<file path="src/rtl/multiplicador_algoritmico_if.sv">
// multiplicador_algoritmico_if: Start/Done handshake and operand/result bundle for the sequential multiplier.
interface multiplicador_algoritmico_if #(parameter int tamanyo = 32);
  logic                   Start;
  logic [tamanyo-1:0]     A;
  logic [tamanyo-1:0]     B;
  logic [2*tamanyo-1:0]   Producto;
  logic                   Busy;
  logic                   Done;
  modport master (output Start, A, B, input Producto, Busy, Done);
  modport slave (input Start, A, B, output Producto, Busy, Done);
endinterface

</file>
<file path="src/rtl/multiplicador_algoritmico.sv">
// multiplicador_algoritmico: signed shift-and-add multiplier, one multiplier bit per clock.
// Define MULT_EARLY_EXIT_EN to leave CALC as soon as the remaining multiplier bits are all zero.
module multiplicador_algoritmico #(parameter int tamanyo = 32) (
  input logic CLK,
  input logic RSTa,
  multiplicador_algoritmico_if.slave bus
);
  localparam int cw = $clog2(tamanyo) + 1;
  localparam logic [1:0] IDLE = 2'd0, CALC = 2'd1, FIX = 2'd2;
  logic [1:0] estado;
  logic sa, sb, done, busy, fin;
  logic [2*tamanyo-1:0] mc, p, producto;
  logic [tamanyo-1:0] q;
  logic [cw-1:0] cont;
`ifdef MULT_EARLY_EXIT_EN
  assign fin = cont == cw'(1) || ~|q[tamanyo-1:1];
`else
  assign fin = cont == cw'(1);
`endif
  assign bus.Producto = producto;
  assign bus.Busy = busy;
  assign bus.Done = done;
  // Magnitudes are multiplied unsigned; the sign is restored in FIX, so -2^(n-1) needs no special case.
  always_ff @(posedge CLK or negedge RSTa)
    if (!RSTa) begin
      estado <= IDLE;
      sa <= 1'b0;
      sb <= 1'b0;
      mc <= '0;
      p <= '0;
      q <= '0;
      cont <= '0;
      producto <= '0;
      done <= 1'b0;
      busy <= 1'b0;
    end else begin
      done <= 1'b0;
      if (estado == IDLE) begin
        if (bus.Start) begin
          sa <= bus.A[tamanyo-1];
          sb <= bus.B[tamanyo-1];
          mc <= {{tamanyo{1'b0}}, bus.A[tamanyo-1] ? -bus.A : bus.A};
          q <= bus.B[tamanyo-1] ? -bus.B : bus.B;
          p <= '0;
          cont <= cw'(tamanyo);
          busy <= 1'b1;
          estado <= CALC;
        end
      end else if (estado == CALC) begin
        if (q[0]) p <= p + mc;
        mc <= mc << 1;
        q <= q >> 1;
        cont <= cont - cw'(1);
        if (fin) estado <= FIX;
      end else if (estado == FIX) begin
        producto <= (sa ^ sb) ? -p : p;
        done <= 1'b1;
        busy <= 1'b0;
        estado <= IDLE;
      end else begin
        estado <= IDLE;
      end
    end
endmodule

</file>
<file path="src/flat_wrapper.sv">
// flat-port wrapper written by rule: the top's interface ports become plain ports
module multiplicador_algoritmico_flat 
#(parameter int tamanyo = 32)
  (CLK, RSTa, bus_Start, bus_A, bus_B, bus_Producto, bus_Busy, bus_Done);
  multiplicador_algoritmico_if #(.tamanyo(tamanyo)) bus_i ();
  input logic CLK;
  input logic RSTa;
  input wire logic [$bits(bus_i.Start)-1:0] bus_Start;
  input wire logic [$bits(bus_i.A)-1:0] bus_A;
  input wire logic [$bits(bus_i.B)-1:0] bus_B;
  output wire logic [$bits(bus_i.Producto)-1:0] bus_Producto;
  output wire logic [$bits(bus_i.Busy)-1:0] bus_Busy;
  output wire logic [$bits(bus_i.Done)-1:0] bus_Done;
  assign bus_i.Start = bus_Start;
  assign bus_i.A = bus_A;
  assign bus_i.B = bus_B;
  assign bus_Producto = bus_i.Producto;
  assign bus_Busy = bus_i.Busy;
  assign bus_Done = bus_i.Done;
  multiplicador_algoritmico #(.tamanyo(tamanyo)) u_core (.CLK(CLK), .RSTa(RSTa), .bus(bus_i));
endmodule
</file>
<file path="config.mk">
export PLATFORM = sky130hd
export DESIGN_NAME = multiplicador_algoritmico_flat
export DESIGN_NICKNAME = d
export VERILOG_FILES = /design/src/rtl/multiplicador_algoritmico_if.sv /design/src/rtl/multiplicador_algoritmico.sv /design/src/flat_wrapper.sv
export SDC_FILE = /design/constraint.sdc
export NUM_CORES = 1
export LEC_CHECK = 0
export ABC_AREA = 1
export BUFFER_PORTS_ARGS = -buffer_cell sky130_fd_sc_hd__buf_2
export CAP_MARGIN = 15
export CORE_AREA = 2 2 187 189
export DETAILED_ROUTE_END_ITERATION = 10
export DIE_AREA = 0 0 189 191
export PLACE_DENSITY = 0.75
export SLEW_MARGIN = 20
export SYNTH_ARGS = -nofsm -noshare
export SYNTH_HDL_FRONTEND = slang
export SYNTH_SLANG_ARGS = --single-unit
</file>
<file path="constraint.sdc">
create_clock -name CLK -period 5.57 [get_ports CLK]
set_input_delay 0.557 -clock CLK [delete_from_list [all_inputs] [get_ports CLK]]
set_output_delay 0.557 -clock CLK [all_outputs]
set_load 0.05 [all_outputs]
</file>
### Word-level counts from Yosys, hierarchy flattened

Cells that the tools add are included.

* bits in registers: 236
* input port bits: 67
* output and inout bits: 66

* add/subtract/negate cells: 5
* equality and inequality tests: 6
* multiplexer cells: 27
* bitwise logic cells: 3
* reduce and logical (&&, ||, !) cells: 10

Operators with widths (count)
* $mux 64: 8
* $mux 32: 5
* $add 64x64->64: 1
* $neg 32->32: 2
* $neg 64->64: 1
* $mux 6: 3
* $reduce_and 3->1: 3
* $mux 2: 4
* $mux 1: 7
* $eq 6x1->1 const B: 1
* $reduce_and 2->1: 3
* $reduce_bool 2->1: 3
* $sub 6x1->6 const B: 1
* $ne 3x1->1 const B: 1
* $eq 2x1->1 const B: 1
* $eq 2x2->1 const B: 1
* $logic_not 2->1: 1
* $ne 2x1->1 const B: 1
* $ne 2x2->1 const B: 1
* $not 1->1: 2
* $xor 1x1->1: 1

### Logic depth before layout (Yosys ltp)

* depth after elaboration: 4
* depth in mapped cells: 16
* gate-level depth less buffers: 16

### Worst setup path after synthesis

Ideal clock, no wire load.

* path kind: register to register
* start point: register u_core.p[0]
* end point: register u_core.p[62]
* setup time: 118 ps
* arrival time: 1802 ps
* required time: 5452 ps
* slack: 3650 ps
* stages on the path, launching flop included: 16
* clock period less this slack: 1920 ps
* cell sequence: dfrtp_1 > ha_1 > inv_1 > fa_1 > nor2_1 > nand2_1 > nand3_1 > nand2_1 > nand2_2 > nand2_1 > nand2_2 > nand2_1 > nand2_1 > nand2_1 > nand3_1 > nand2_1

* word-level cells in the longest chain between the ends: 4

RTL lines
* start: declaration: RTL line multiplicador_algoritmico.sv:12 `logic [2*tamanyo-1:0] mc, p, producto;`
* start signal: assignment: RTL line multiplicador_algoritmico.sv:50 `if (q[0]) p <= p + mc;`
* $add 64x64->64: RTL line multiplicador_algoritmico.sv:50
* $mux 64: RTL line multiplicador_algoritmico.sv:50
* $mux 64: RTL line multiplicador_algoritmico.sv:49 `end else if (estado == CALC) begin`
* $mux 64: RTL line multiplicador_algoritmico.sv:38 `if (estado == IDLE) begin`

No other way between the ends. The select of a mux whose other input is x is not followed.
A chain may end at the register's enable or synchronous reset.

### Worst setup path after layout

* start point: register u_core.estado[0]
* end point: register u_core.p[31]

* word-level cells in the longest chain between the ends: 3
* elaborated cells on any way between the ends: 7

RTL lines
* start: declaration: RTL line multiplicador_algoritmico.sv:10 `logic [1:0] estado;`
* start signal: assignment: RTL line multiplicador_algoritmico.sv:26 `estado <= IDLE;`
* start signal: assignment: RTL line multiplicador_algoritmico.sv:47 `estado <= CALC;`
* start signal: assignment: RTL line multiplicador_algoritmico.sv:54 `if (fin) estado <= FIX;`
* $eq 2x1->1 / $logic_not 2->1 (equally long branches): RTL line multiplicador_algoritmico.sv:49, multiplicador_algoritmico.sv:38
* $reduce_bool 2->1 (no line) / $ne 2x2->1 (equally long branches)
* $reduce_and 3->1 (no line)

Several ways; a longest one is shown, not always the timed one.

==> metrics.md <==
| Metric | Value |
|---|---|
| Worst EP required | `6020 ps` |
| Routed WL | `62.42 mm` |
| DP Wirelength | `49.72 mm` |
| Clk_skew | `14.81 ps` |
| Synth area leaders | `dfrtp_1 (31%), nand2_1 (22%), inv_1 (10%)` |
| Antenna violations before repair | `6` |
| Drt first-iter violations | `1787` |
| Core ar. | `34120 sq um` |
| Leakage Power | `0.01155 uW` |
| DR WL/cell | `16.78 um` |
| Peak VDD IR | `0.4024 mV` |
| Synthesis-stage register bit count | `236` |
| GR Overflow Total | `0` |
| Worst Tran Pin Value | `911.1 ps` |
| Final core utilization | `61.98%` |
| DRC | `0` |
| Maxcap violations | `0` |
| All-Layer GR Usage | `34.89%` |
| Num CTS Buffers | `27` |
| Largest net degree at the start of global routing | `83` |
| Die Y-Extent | `191 um` |
| FMAX | `313.7 MHz` |
| Worst hold path class | `in2reg` |
| Comb pwr share | `61.2%` |
| Synthesized cell area | `19190 sq um` |
| Internal Pwr Total | `6056 uW` |
| Cell accounting for the most synthesized area | `dfrtp_1` |
| Routed via count | `20.26k` |
| CTS Buffer Depth | `3` |
| Root buffer cell | `clkbuf_16` |
| Share of layout cells above drive strength 1 | `8.860%` |
| Postcts setup bufs | `0` |
| Clock power frac | `14.1%` |
| Synth Flop Type | `dfrtp_1` |
| Die ar. | `36100 sq um` |
| Fin area | `21150 sq um` |
| Vias in the first global route | `19.00k` |
| Max-slew violations | `0` |
| Crit path max fanout | `38` |
| Routability Congestion | `0.9993` |
| Critical Path End Type | `flip-flop` |
| Post-CTS Hold Buffers | `1` |
| Most frequent cells in the layout | `nand2_1 (1114), inv_1 (518), nor2_1 (296), dfrtp_1 (236), nand3_1 (229)` |
| Top cell type's share of synthesized area | `30.77%` |
| Clock transition at path regs | `60 ps` |
| Htree depth | `1` |
| Switching Share | `54.47%` |
| Seq/Total Area, Yosys | `30.77%` |
| # clock sinks | `236` |
| Distinct cells, synth | `52` |
| Initial Util | `56.25%` |
| Final ANT Viol Nets | `0` |
| Outcome | `finished clean` |
| I/O pin count | `133` |
| Reg power frac | `24.7%` |
| CTS tree | `built` |
| Final Critical Period | `3188 ps` |
| Skew-Pair Late Insertion Delay | `560 ps` |
| Post-CTS sizing | `0` |
| Die width | `189 um` |
| Crit path DAT | `3640 ps` |
| Yosys warnings | `0` |
| Async set-reset flop share out of synthesis | `100.0%` |
| Max transition margin | `39.17%` |
| Syn Inst Count | `3142` |
| Setup TNS Final | `0 ps` |
| Endpoints failing hold | `0` |
| Sw Pwr | `7244 uW` |
| Detail-routed via count per cell | `5.446` |
| Critical path launch point type | `flip-flop` |
| Power Dens Cells | `628.9 nW/um^2` |
| Area delta synth->final | `10.18%` |
| Kind of critical path | `reg2reg` |
| Post-layout nets | `3380` |
| I/O Buffers | `132` |
| RSZ-0062 raised after global routing | `false` |
| Post-synthesis average cell area | `6.108 sq um` |
| First-pass GRT wire length | `99.66 mm` |
| # rows | `68` |
| Mapped Nets | `3278` |
| Period utilization | `57.24%` |
| EDFF count, synth | `0` |
| Commonest non-fill, non-tap cell in the layout | `nand2_1` |
| First-pass DRT Iterations | `6` |
| Placed inst area | `20190 sq um` |
| Final setup violation count | `0` |
==> worst max-delay path, cell delays in order (launching register included) <==
cell	delay, ps
dfrtp_1	350
buf_4	240
inv_1	90
buf_4	350
nor2_2	120
inv_2	460
nor2_4	250
nor2_2	130
buf_4	450
inv_2	310
o21ai_0	280
==> metrics by stage <==
| stage | setup slack (ps) | total power (uW) | hold slack (ps) | instances |
|---|---|---|---|---|
| 2_1_floorplan | 3650 | 8988 | 261.4 | 3142 |
| 3_3_place_gp | 2533 | 11050 | 457.0 | 3669 |
| 3_5_place_dp | 2461 | 11250 | 460.7 | 3669 |
| 4_1_cts | 2356 | 13180 | 261.1 | 3717 |
| 5_1_grt | 2106 | 14410 | 276.5 | 3718 |
| 6_report | 2382 | 13300 | 274.0 | 3720 |
==> sequential cells by signal, indices dropped and copies added, names as in the netlist <==
name and flops:
u_core.sb 1, u_core.q 32, u_core.p 64, u_core.estado 2
u_core.bus.Producto 64, u_core.bus.Busy 1, u_core.cont 6, u_core.bus.Done 1
u_core.mc 64, u_core.sa 1
==> synth_stat cells, drive strengths merged (2+ instances only) <==
cell type / count
a21boi: 2
nand2: 1132
inv: 539
nand3: 235
ha: 68
xnor2: 5
and2: 3
o21bai: 4
nor3: 32
o21a: 2
o22ai: 43
o221ai: 4
or2: 9
a22oi: 2
a31oi: 7
a32o: 2
xor2: 43
a21oi: 122
nor2: 330
nand4: 38
dfrtp: 236
nand3b: 6
o31ai: 5
clkbuf: 24
o21ai: 174
o211ai: 17
buf: 51
==> area by class of cell <==
type / count / area, sq um
clock inverters: 8 / 146.4
diodes: 3 / 7.507
fillers: 3358 / 12970
flip-flops and latches: 236 / 5906
repair buffers: 148 / 793.3
well taps: 455 / 569.3
clock buffers: 39 / 790.8
inverters: 539 / 2023
multi-input cells: 2292 / 10910
==> power by group through the flow <==
stage / clock network, uW / logic, uW / registers [uW]
2_1_floorplan: 0 / 5490 / 3500
3_3_place_gp: 0 / 7830 / 3230
3_5_place_dp: 0 / 8000 / 3260
4_1_cts: 1900 / 8050 / 3240
5_1_grt: 1970 / 9110 / 3340
6_report: 1880 / 8140 / 3280
==> cells by family after synthesis <==
kind of cell | synth area share (%)
AO/OA/AOI/OAI | 11.16
AND/OR/NAND/NOR | 38.87
adder cells (fa/ha/maj) | 4.537
flip-flops | 30.77
buffers and inverters | 12.43
XOR/XNOR | 2.230
==> layer usage <==
| layer | GRT usage (%) | part of all wire [%] | up-vias |
|---|---|---|---|
| li1 | - | - | 10060 |
| met1 | 47.99 | 43 | 9253 |
| met2 | 57.19 | 44 | 821 |
| met3 | 4.516 | 8.8 | 118 |
| met4 | 11.03 | 3.4 | 4 |
| met5 | 0 | 0.043 | - |
==> worst paths after layout <==
kind	from	end	slack, ps	depth (start not counted)
max in group asynchronous	RSTa	u_core.mc[63]	3860	3
setup reg to reg	u_core.estado[0]	u_core.p[31]	2380	10
setup / recovery	u_core.estado[0]	u_core.p[31]	2380	10
hold reg to reg	u_core.bus.Producto[51]	u_core.bus.Producto[51]	470	2
hold / removal	bus_B[0]	u_core.q[0]	270	3
min in group asynchronous	RSTa	u_core.bus.Producto[5]	540	2
(Power assumes the default switching activity.)
